### config.mk
export PLATFORM = sky130hd
export DESIGN_NAME = tmp_open_list_queue
export DESIGN_NICKNAME = d
export VERILOG_FILES = /design/src/rtl/open_list_pkg.sv /design/src/rtl/open_list_cell.sv /design/src/rtl/tmp_open_list_queue.sv
export SDC_FILE = /design/constraint.sdc
export NUM_CORES = 2
export LEC_CHECK = 0
export CORE_MARGIN = 3
export CORE_UTILIZATION = 35
export DETAILED_ROUTE_END_ITERATION = 8
export REMOVE_ABC_BUFFERS = 1
export SYNTH_ARGS = -nofsm -noshare
export SYNTH_HDL_FRONTEND = slang
export SYNTH_SLANG_ARGS = --single-unit
export TNS_END_PERCENT = 10
### constraint.sdc
create_clock -name CLK -period 4.66 [get_ports CLK]
set_input_delay 0.466 -clock CLK [delete_from_list [all_inputs] [get_ports CLK]]
set_output_delay 0.466 -clock CLK [all_outputs]
set_load 0.02 [all_outputs]
### src/rtl/open_list_pkg.sv
// Shared types for the open-list priority queue: key type, empty-slot sentinel and cell op codes.
package open_list_pkg;
  localparam int KEY_WIDTH = 32;
  typedef logic [KEY_WIDTH-1:0] key_t;
  localparam key_t KEY_EMPTY = '1;
  typedef enum logic [1:0] {NOP, PUSH, POP, REPLACE} op_t;
endpackage

### src/rtl/open_list_cell.sv
// One systolic cell: a sorted key pair plus the op/key it forwards downstream next cycle.
// Applies the incoming op in one cycle; reads the downstream lo combinationally to refill on POP/REPLACE.
module open_list_cell
  import open_list_pkg::*;
#(
  parameter int DATA_WIDTH = KEY_WIDTH
) (
  input  logic                  CLK,
  input  logic                  RSTn,
  input  op_t                   i_op,
  input  logic [DATA_WIDTH-1:0] i_key,
  input  logic [DATA_WIDTH-1:0] i_next_lo,
  output logic [DATA_WIDTH-1:0] o_lo,
  output op_t                   o_op,
  output logic [DATA_WIDTH-1:0] o_key
);

  logic [DATA_WIDTH-1:0] r_lo, r_hi, r_key;
  op_t                   r_op;

  logic [DATA_WIDTH-1:0] w_lo_nxt, w_hi_nxt, w_key_nxt, w_small, w_large;
  op_t                   w_op_nxt;

  always_comb begin
    w_lo_nxt  = r_lo;
    w_hi_nxt  = r_hi;
    w_key_nxt = '1;
    w_op_nxt  = NOP;
    w_small   = (i_key < r_hi) ? i_key : r_hi;
    w_large   = (i_key < r_hi) ? r_hi : i_key;
    case (i_op)
      PUSH: begin
        if (i_key < r_lo) begin
          w_lo_nxt  = i_key;
          w_hi_nxt  = r_lo;
          w_key_nxt = r_hi;
        end else if (i_key < r_hi) begin
          w_hi_nxt  = i_key;
          w_key_nxt = r_hi;
        end else begin
          w_key_nxt = i_key;
        end
        // Pushing a sentinel further down changes nothing, so stop the wave here.
        w_op_nxt = (&w_key_nxt) ? NOP : PUSH;
      end
      POP: begin
        w_lo_nxt = r_hi;
        w_hi_nxt = i_next_lo;
        w_op_nxt = POP;
      end
      REPLACE: begin
        // The downstream cell only needs to act if the larger survivor overtakes its lo.
        w_lo_nxt = w_small;
        if (w_large <= i_next_lo) begin
          w_hi_nxt = w_large;
        end else begin
          w_hi_nxt  = i_next_lo;
          w_op_nxt  = REPLACE;
          w_key_nxt = w_large;
        end
      end
      default: ;
    endcase
  end

  always_ff @(posedge CLK) begin
    if (!RSTn) begin
      r_lo  <= '1;
      r_hi  <= '1;
      r_op  <= NOP;
      r_key <= '1;
    end else begin
      r_lo  <= w_lo_nxt;
      r_hi  <= w_hi_nxt;
      r_op  <= w_op_nxt;
      r_key <= w_key_nxt;
    end
  end

  assign o_lo  = r_lo;
  assign o_op  = r_op;
  assign o_key = r_key;

`ifdef OPEN_LIST_ASSERT_EN
  always_ff @(posedge CLK) begin
    if (RSTn && i_op == NOP) begin
      if (r_lo > r_hi)      $error("open_list_cell: pair out of order lo=%0d hi=%0d", r_lo, r_hi);
      if (r_hi > i_next_lo) $error("open_list_cell: hi=%0d above next cell lo=%0d", r_hi, i_next_lo);
    end
  end
`endif

endmodule

### src/rtl/tmp_open_list_queue.sv
// Min-first systolic open list; o_node_f/o_full/o_empty update on the edge that takes a command.
// Host spaces commands by >=1 idle cycle; OPEN_LIST_ASSERT_EN compiles in usage/ordering checkers.
module tmp_open_list_queue
  import open_list_pkg::*;
#(
  parameter int QUEUE_SIZE = 4,
  parameter int DATA_WIDTH = KEY_WIDTH
) (
  input  logic                  CLK,
  input  logic                  RSTn,
  input  logic                  i_wrt,
  input  logic                  i_read,
  input  logic [DATA_WIDTH-1:0] i_node_f,
  output logic                  o_full,
  output logic                  o_empty,
  output logic [DATA_WIDTH-1:0] o_node_f
);

  localparam int CNT_W = $clog2(2*QUEUE_SIZE+1);

  op_t                   w_op  [QUEUE_SIZE+1];
  logic [DATA_WIDTH-1:0] w_key [QUEUE_SIZE+1];
  logic [DATA_WIDTH-1:0] w_lo  [QUEUE_SIZE+1];

  op_t              w_cmd_op;
  logic [CNT_W-1:0] r_count, w_count_nxt;
  logic             r_full, r_empty;

  // Replace on an empty queue degenerates to a plain enqueue.
  always_comb begin
    w_cmd_op    = NOP;
    w_count_nxt = r_count;
    if (i_wrt && i_read && !r_empty) begin
      w_cmd_op = REPLACE;
    end else if (i_wrt && !r_full) begin
      w_cmd_op    = PUSH;
      w_count_nxt = r_count + CNT_W'(1);
    end else if (i_read && !i_wrt && !r_empty) begin
      w_cmd_op    = POP;
      w_count_nxt = r_count - CNT_W'(1);
    end
  end

  assign w_op[0]           = w_cmd_op;
  assign w_key[0]          = i_node_f;
  assign w_lo[QUEUE_SIZE]  = '1;

  for (genvar k = 0; k < QUEUE_SIZE; k++) begin : g_cell
    open_list_cell #(.DATA_WIDTH(DATA_WIDTH)) u_cell (
      .CLK       (CLK),
      .RSTn      (RSTn),
      .i_op      (w_op[k]),
      .i_key     (w_key[k]),
      .i_next_lo (w_lo[k+1]),
      .o_lo      (w_lo[k]),
      .o_op      (w_op[k+1]),
      .o_key     (w_key[k+1])
    );
  end

  always_ff @(posedge CLK) begin
    if (!RSTn) begin
      r_count <= '0;
      r_full  <= 1'b0;
      r_empty <= 1'b1;
    end else begin
      r_count <= w_count_nxt;
      r_full  <= (w_count_nxt == CNT_W'(2*QUEUE_SIZE));
      r_empty <= (w_count_nxt == '0);
    end
  end

  assign o_full   = r_full;
  assign o_empty  = r_empty;
  assign o_node_f = w_lo[0];

`ifdef OPEN_LIST_ASSERT_EN
  logic r_cmd_d;
  always_ff @(posedge CLK) begin
    if (!RSTn) begin
      r_cmd_d <= 1'b0;
    end else begin
      r_cmd_d <= i_wrt || i_read;
      if (i_wrt && !i_read && r_full)  $error("open_list: enqueue while full");
      if (i_read && !i_wrt && r_empty) $error("open_list: dequeue while empty");
      if (r_cmd_d && (i_wrt || i_read)) $error("open_list: back-to-back commands");
    end
  end
`endif

endmodule

Yosys cells after proc, flatten, opt, wreduce, memory -nomap -nowiden --
Index checks and enable logic that the tools add are counted.
Storage, ports and cells: register bits after elaboration 364, input bits 36, output and inout bits 34, word-level logic and storage cells 123
Cells by class: add/sub/neg operators 2, magnitude comparators 12, equal/unequal tests 17, mux-type cells 55, reduce and logical (&&, ||, !) cells 20
Operators by type and width (count):
- two-way mux 32 bit | 29
- case mux 32 bit (3 select lines) | 8
- less-than comparator 32 bit | 8
- case mux 32 bit (2 select lines) | 3
- less-or-equal comparator 32 bit | 3
- AND reduction 32 bit | 3
- less-or-equal comparator 32 bit (second input constant) | 1
- case mux 2 bit (3 select lines) | 3
- == test 2 bit (second input constant) | 8
- two-way mux 2 bit | 6
- two-way mux 4 bit | 3
- nonzero test 3 bit | 4
- == test 2 x 1 -> 1 bit (second input constant) | 4
- != test 2 x 1 -> 1 bit (second input constant) | 4
- AND reduction 2 bit | 4
- logical AND 1 bit | 5
- adder 4 x 1 -> 4 bit (second input constant) | 1
- == test 4 bit (second input constant) | 1
- zero test 4 bit | 1
- subtractor 4 x 1 -> 4 bit (second input constant) | 1
- zero test 1 bit | 3
- two-way mux 1 bit | 3

Longest topological paths before layout --
word-level depth 11, mapped depth 24, gate-level depth less buffers 19

By module --
From an unflattened synthesis, not the netlist that was laid out.
Unflattened totals: cell total of the unflattened synthesis 3899, area total of the unflattened synthesis 30553.1 um2
Modules (own cells, without submodules):
- open_list_cell at g_cell[0].u_cell ... | times used 3, cells an instance 954, area each 7383.3 um2, sequential area each 1961.9 um2
- open_list_cell at g_cell[3].u_cell | times used 1, cells an instance 994, area each 8029.0 um2, sequential area each 1961.9 um2
- tmp_open_list_queue | times used 1, cells an instance 43, area each 374.1 um2, sequential area each 120.1 um2

Least setup slack after synthesis --
No wires, ideal clock.
path type register to register, start point register g_cell[2].u_cell.r_hi[22], end point register g_cell[2].u_cell.r_key[10], setup time 0.117 ns, data arrival time 4.615 ns, path slack -0.071 ns, stages on the path, launching flop included 22, clock period less this slack 4.731 ns, cells stage by stage dfxtp_1 inv_1 ha_1 a21oi_1 nand2_1 a221o_1 o31ai_1 and3_1 buf_2 buf_4 buf_6 mux2_2 ha_1 nand4_1 nor4_2 nand2_1 o31a_1 and2_1 buf_2 o32a_1 buf_6 o22a_1
On the way: word-level cells in the longest chain between the ends 5, elaborated cells between the ends (all ways) 7, classes of those cells 2 x order compare; 5 x mux
Ends and longest elaborated chain:
- from (decl) | line open_list_cell.sv:18 | logic [DATA_WIDTH-1:0] r_lo, r_hi, r_key;
- from (signal assigned) | line open_list_cell.sv:74 | r_hi <= w_hi_nxt;
- less-than comparator 32 bit | line open_list_cell.sv:30, open_list_cell.sv:37
- two-way mux 32 bit * | line open_list_cell.sv:30, open_list_cell.sv:37
- less-or-equal comparator 32 bit / two-way mux 32 bit (equally long branches) | line open_list_cell.sv:54, open_list_cell.sv:33
- two-way mux 32 bit (on tied branches) | line open_list_cell.sv:54, open_list_cell.sv:31
- case mux 32 bit (2 select lines) * | line open_list_cell.sv:31 | case (i_op)
- to (signal assigned) | line open_list_cell.sv:76 | r_key <= w_key_nxt;
- to (decl) | line open_list_cell.sv:18
Mark *: on every way between the ends. The rest lies on a longest branch, timed or not. The select of a mux whose other input is x is not followed. A chain may end at the register's enable or synchronous reset.

Worst setup path in the final report --
start point register g_cell[2].u_cell.r_hi[15], end point register g_cell[2].u_cell.r_key[27]
Same word-level chain as after synthesis.

==> flow_summary.ini <==
[run_status]
status = finished, violations left
violations = negative setup slack

[final_layout]
num-nets-final = 4185
fin_area_mm2 = 0.0356
final_cells = 4887
area_growth_pct = 26.4
antenna_cells = 0
fin_util = 0.449
drive_above_1_share = 0.222
n_fill_cell = 7708

[grt]
antenna_found_initial = 0
track_usage = 0.229
grt_overflow = 0
grt_max_degree = 61
grt_pass1_wl_um = 155000
grt_pass1_vias = 27200

[timing]
rsz0062_at_grt = yes
tightest_slew_ns = 1.08
fmax_mhz = 207
hold_violations = 0
finalWorstSetupSlack_ns = -0.169
finalSetupViolCount = 84
drv_slew = 0
fin_crit_sh = 1.04
fin_skew_ns = 0.0206
period_needed_ns = 4.83
relSlewSlack = 0.277

[logic_synthesis]
synthTopCellsByArea = dfxtp_1, ha_1, nand2_1, mux2_2, o21ai_0
yosysTopAreaCell = dfxtp_1
async_flop_share = 0
avgSynthCellArea_um2 = 8.17
ys_seq_area_frac = 0.259
ys.flop_type = dfxtp_1
synth-edff-count = 0
synthCells = 3445
synth_seq_cells = 364
yosys.area.top_type_share = 0.259
yosys_warnings = 0
ys_types = 79
synth_area_mm2 = 0.0281

[setup_path]
critPathCaptureType = flip-flop
critPathLaunchType = flip-flop
crit_type = reg2reg
crit_required_ns = 5.14
crit_fanout = 10
arrival_ns = 5.31

[floorplanning]
fp.dieW_um = 290
initial_core_util = 0.355
rows = 103
core_mm2 = 0.0793
die_h_um = 290
io_pins = 70
die_area_mm2 = 0.0838

[clocking]
cts_root_buf = clkbuf_16
ctsHoldBuffers = 0
numCtsBuffers = 46
clkTransAtPathRegs_ns = 0.06
clock_latency_ns = 0.60
htreeDepth = 2
clock_sinks = 364
cts_tree = built
clk_path_buf_depth = 3

[detailed_routing]
dr.pass1.iters = 5
wl_per_cell_um = 20.2
post-route-drc-count = 0
wirelength_um = 98600
drt_iter0_drc = 2589
ant_nets = 0
vias_per_cell = 5.80
vias = 28300

[power]
ir_drop_mv = 1.06
p_leak_nw = 16.5
powerDensity_mw_per_mm2 = 723
power_mw = 25.7

[place]
dpl_worst_slack_ns = -0.854
gp_congestion = 0.915
place_area_mm2 = 0.0327
placed_cells = 4768
hpwl_um = 72100
port_buffers = 69

[run]
drv_cap = 0

[worst_hold_path]
hp-class = in2reg
==> through the flow <==
step                      TNS [ns]  hold slack [ns]
after detailed placement   -103.39            0.512
after floorplan            -377.07            0.465
final                        -5.10            0.393
after global routing        -30.97            0.400
after global placement      -89.61            0.508
after CTS                    -3.90            0.365
==> kinds of logic after synthesis <==
family	after synthesis	share of synthesized area
compound gates	1127	0.289
simple gates	885	0.150
buf+inv	542	0.0791
flops	364	0.259
fa+ha+maj	346	0.154
mux	178	0.0683
xor+xnor	3	0.000934
==> worst max-delay path, cell delays in order (launching register included) <==
cell and delay, ns:
dfxtp_1 0.35, inv_1 0.06, ha_1 0.29, nand2_1 0.13, nor4_1 0.08, buf_4 0.15, a221o_1 0.33, o31ai_2 0.21
and3_4 0.26, buf_12 0.15, mux2_2 0.36, ha_1 0.30, nand4_1 0.15, buf_4 0.18, nor4_4 0.19, buf_4 0.17
nand2_1 0.07, o31a_1 0.26, and2_4 0.16, o32a_1 0.38, buf_6 0.15, clkbuf_16 0.15, o22a_1 0.18
==> layer usage <==
| layer | up-vias | GRT usage | wire length (µm) |
|---|---|---|---|
| met3 | 172 | 0.0242 | 5460 |
| met5 | - | 0 | 0 |
| met4 | 0 | 0.0738 | 3270 |
| li1 | 13800 | - | - |
| met1 | 13400 | 0.320 | 45900 |
| met2 | 1015 | 0.368 | 44000 |
==> cells in the final DEF, fill, tap and decap left out, types with 32 or more instances in the layout <==
master	n
a221oi_1	95
a31oi_1	53
a32oi_1	55
nand2b_1	32
dfxtp_1	353
a22oi_1	42
nand4_1	94
a311o_1	32
nand2_1	326
o211ai_1	63
a21oi_1	158
o22a_1	46
o22ai_1	36
inv_1	280
nand3_1	53
o221ai_1	64
o2bb2ai_1	33
o21ai_0	202
clkdlybuf4s50_1	68
buf_4	459
nor2_1	186
and3_1	75
ha_1	318
a21o_1	35
a221o_1	38
clkbuf_16	47
mux2_2	91
mux2i_1	67
==> cells in the mapped netlist, types with 10 or more instances <==
library cell	count
a211oi_1	22
a21o_1	35
a21oi_1	164
a221o_1	38
a221oi_1	98
a22oi_1	42
a2bb2oi_1	23
a311o_1	32
a31oi_1	54
a32oi_1	55
and3_1	77
and4_1	14
buf_2	48
buf_4	15
buf_6	10
clkbuf_1	183
dfxtp_1	364
ha_1	346
inv_1	285
mux2_2	103
mux2i_1	74
nand2_1	326
nand2b_1	34
nand3_1	59
nand4_1	94
nor2_1	193
nor2b_1	10
nor3_1	21
nor4_1	20
o211ai_1	63
o21a_1	17
o21ai_0	214
o21ai_1	11
o221a_2	24
o221ai_1	64
o22a_1	46
o22ai_1	38
o2bb2ai_1	34
==> state kept, by name (all words and copies together), names as in the netlist <==
register	flops
o_full	1
g_cell.u_cell.o_key	96
o_empty	1
g_cell.u_cell.r_hi	128
r_count	4
g_cell.u_cell.o_lo	128
g_cell.u_cell.o_op	6
==> power breakdown <==
part / switching [mW] / internal (mW) / leakage, nW
Sequential: 0.410 / 3.57 / 2.97
Clock: 1.53 / 2.07 / 0.725
Combinational: 9.78 / 8.37 / 12.8
Total: 11.7 / 14.0 / 16.5
==> path summary, 6_finish.rpt <==
path | start | cells after the start | slack [ns] | end
worst max-delay path | g_cell[2].u_cell.r_hi[15] | 22 | -0.17 | g_cell[2].u_cell.o_key[27]
worst max register to register | g_cell[2].u_cell.r_hi[15] | 22 | -0.17 | g_cell[2].u_cell.o_key[27]
worst min-delay path | RSTn | 2 | 0.39 | g_cell[0].u_cell.o_lo[31]
worst min register to register | g_cell[3].u_cell.r_hi[28] | 2 | 0.53 | g_cell[3].u_cell.o_lo[28]
==> layout make-up <==
type / count / area (µm²) / area share
inverter: 285 / 1070 / 0.0301
clock inverter: 16 / 158 / 0.00443
clock buffer: 66 / 1320 / 0.0370
sequential: 364 / 7300 / 0.205
tap: 1050 / 1310 / 0.0369
multi-input combinational: 2541 / 19600 / 0.551
timing repair buffer: 565 / 4820 / 0.135
==> what timing repair did <==
action                                  4_1_cts  5_1_grt
setup buffers                                21        8
pin swaps                                    35       57
cloned                                       11        1
endpoints found under the setup margin      196      194
resized for setup                           109       66
(Power assumes the default switching activity.)
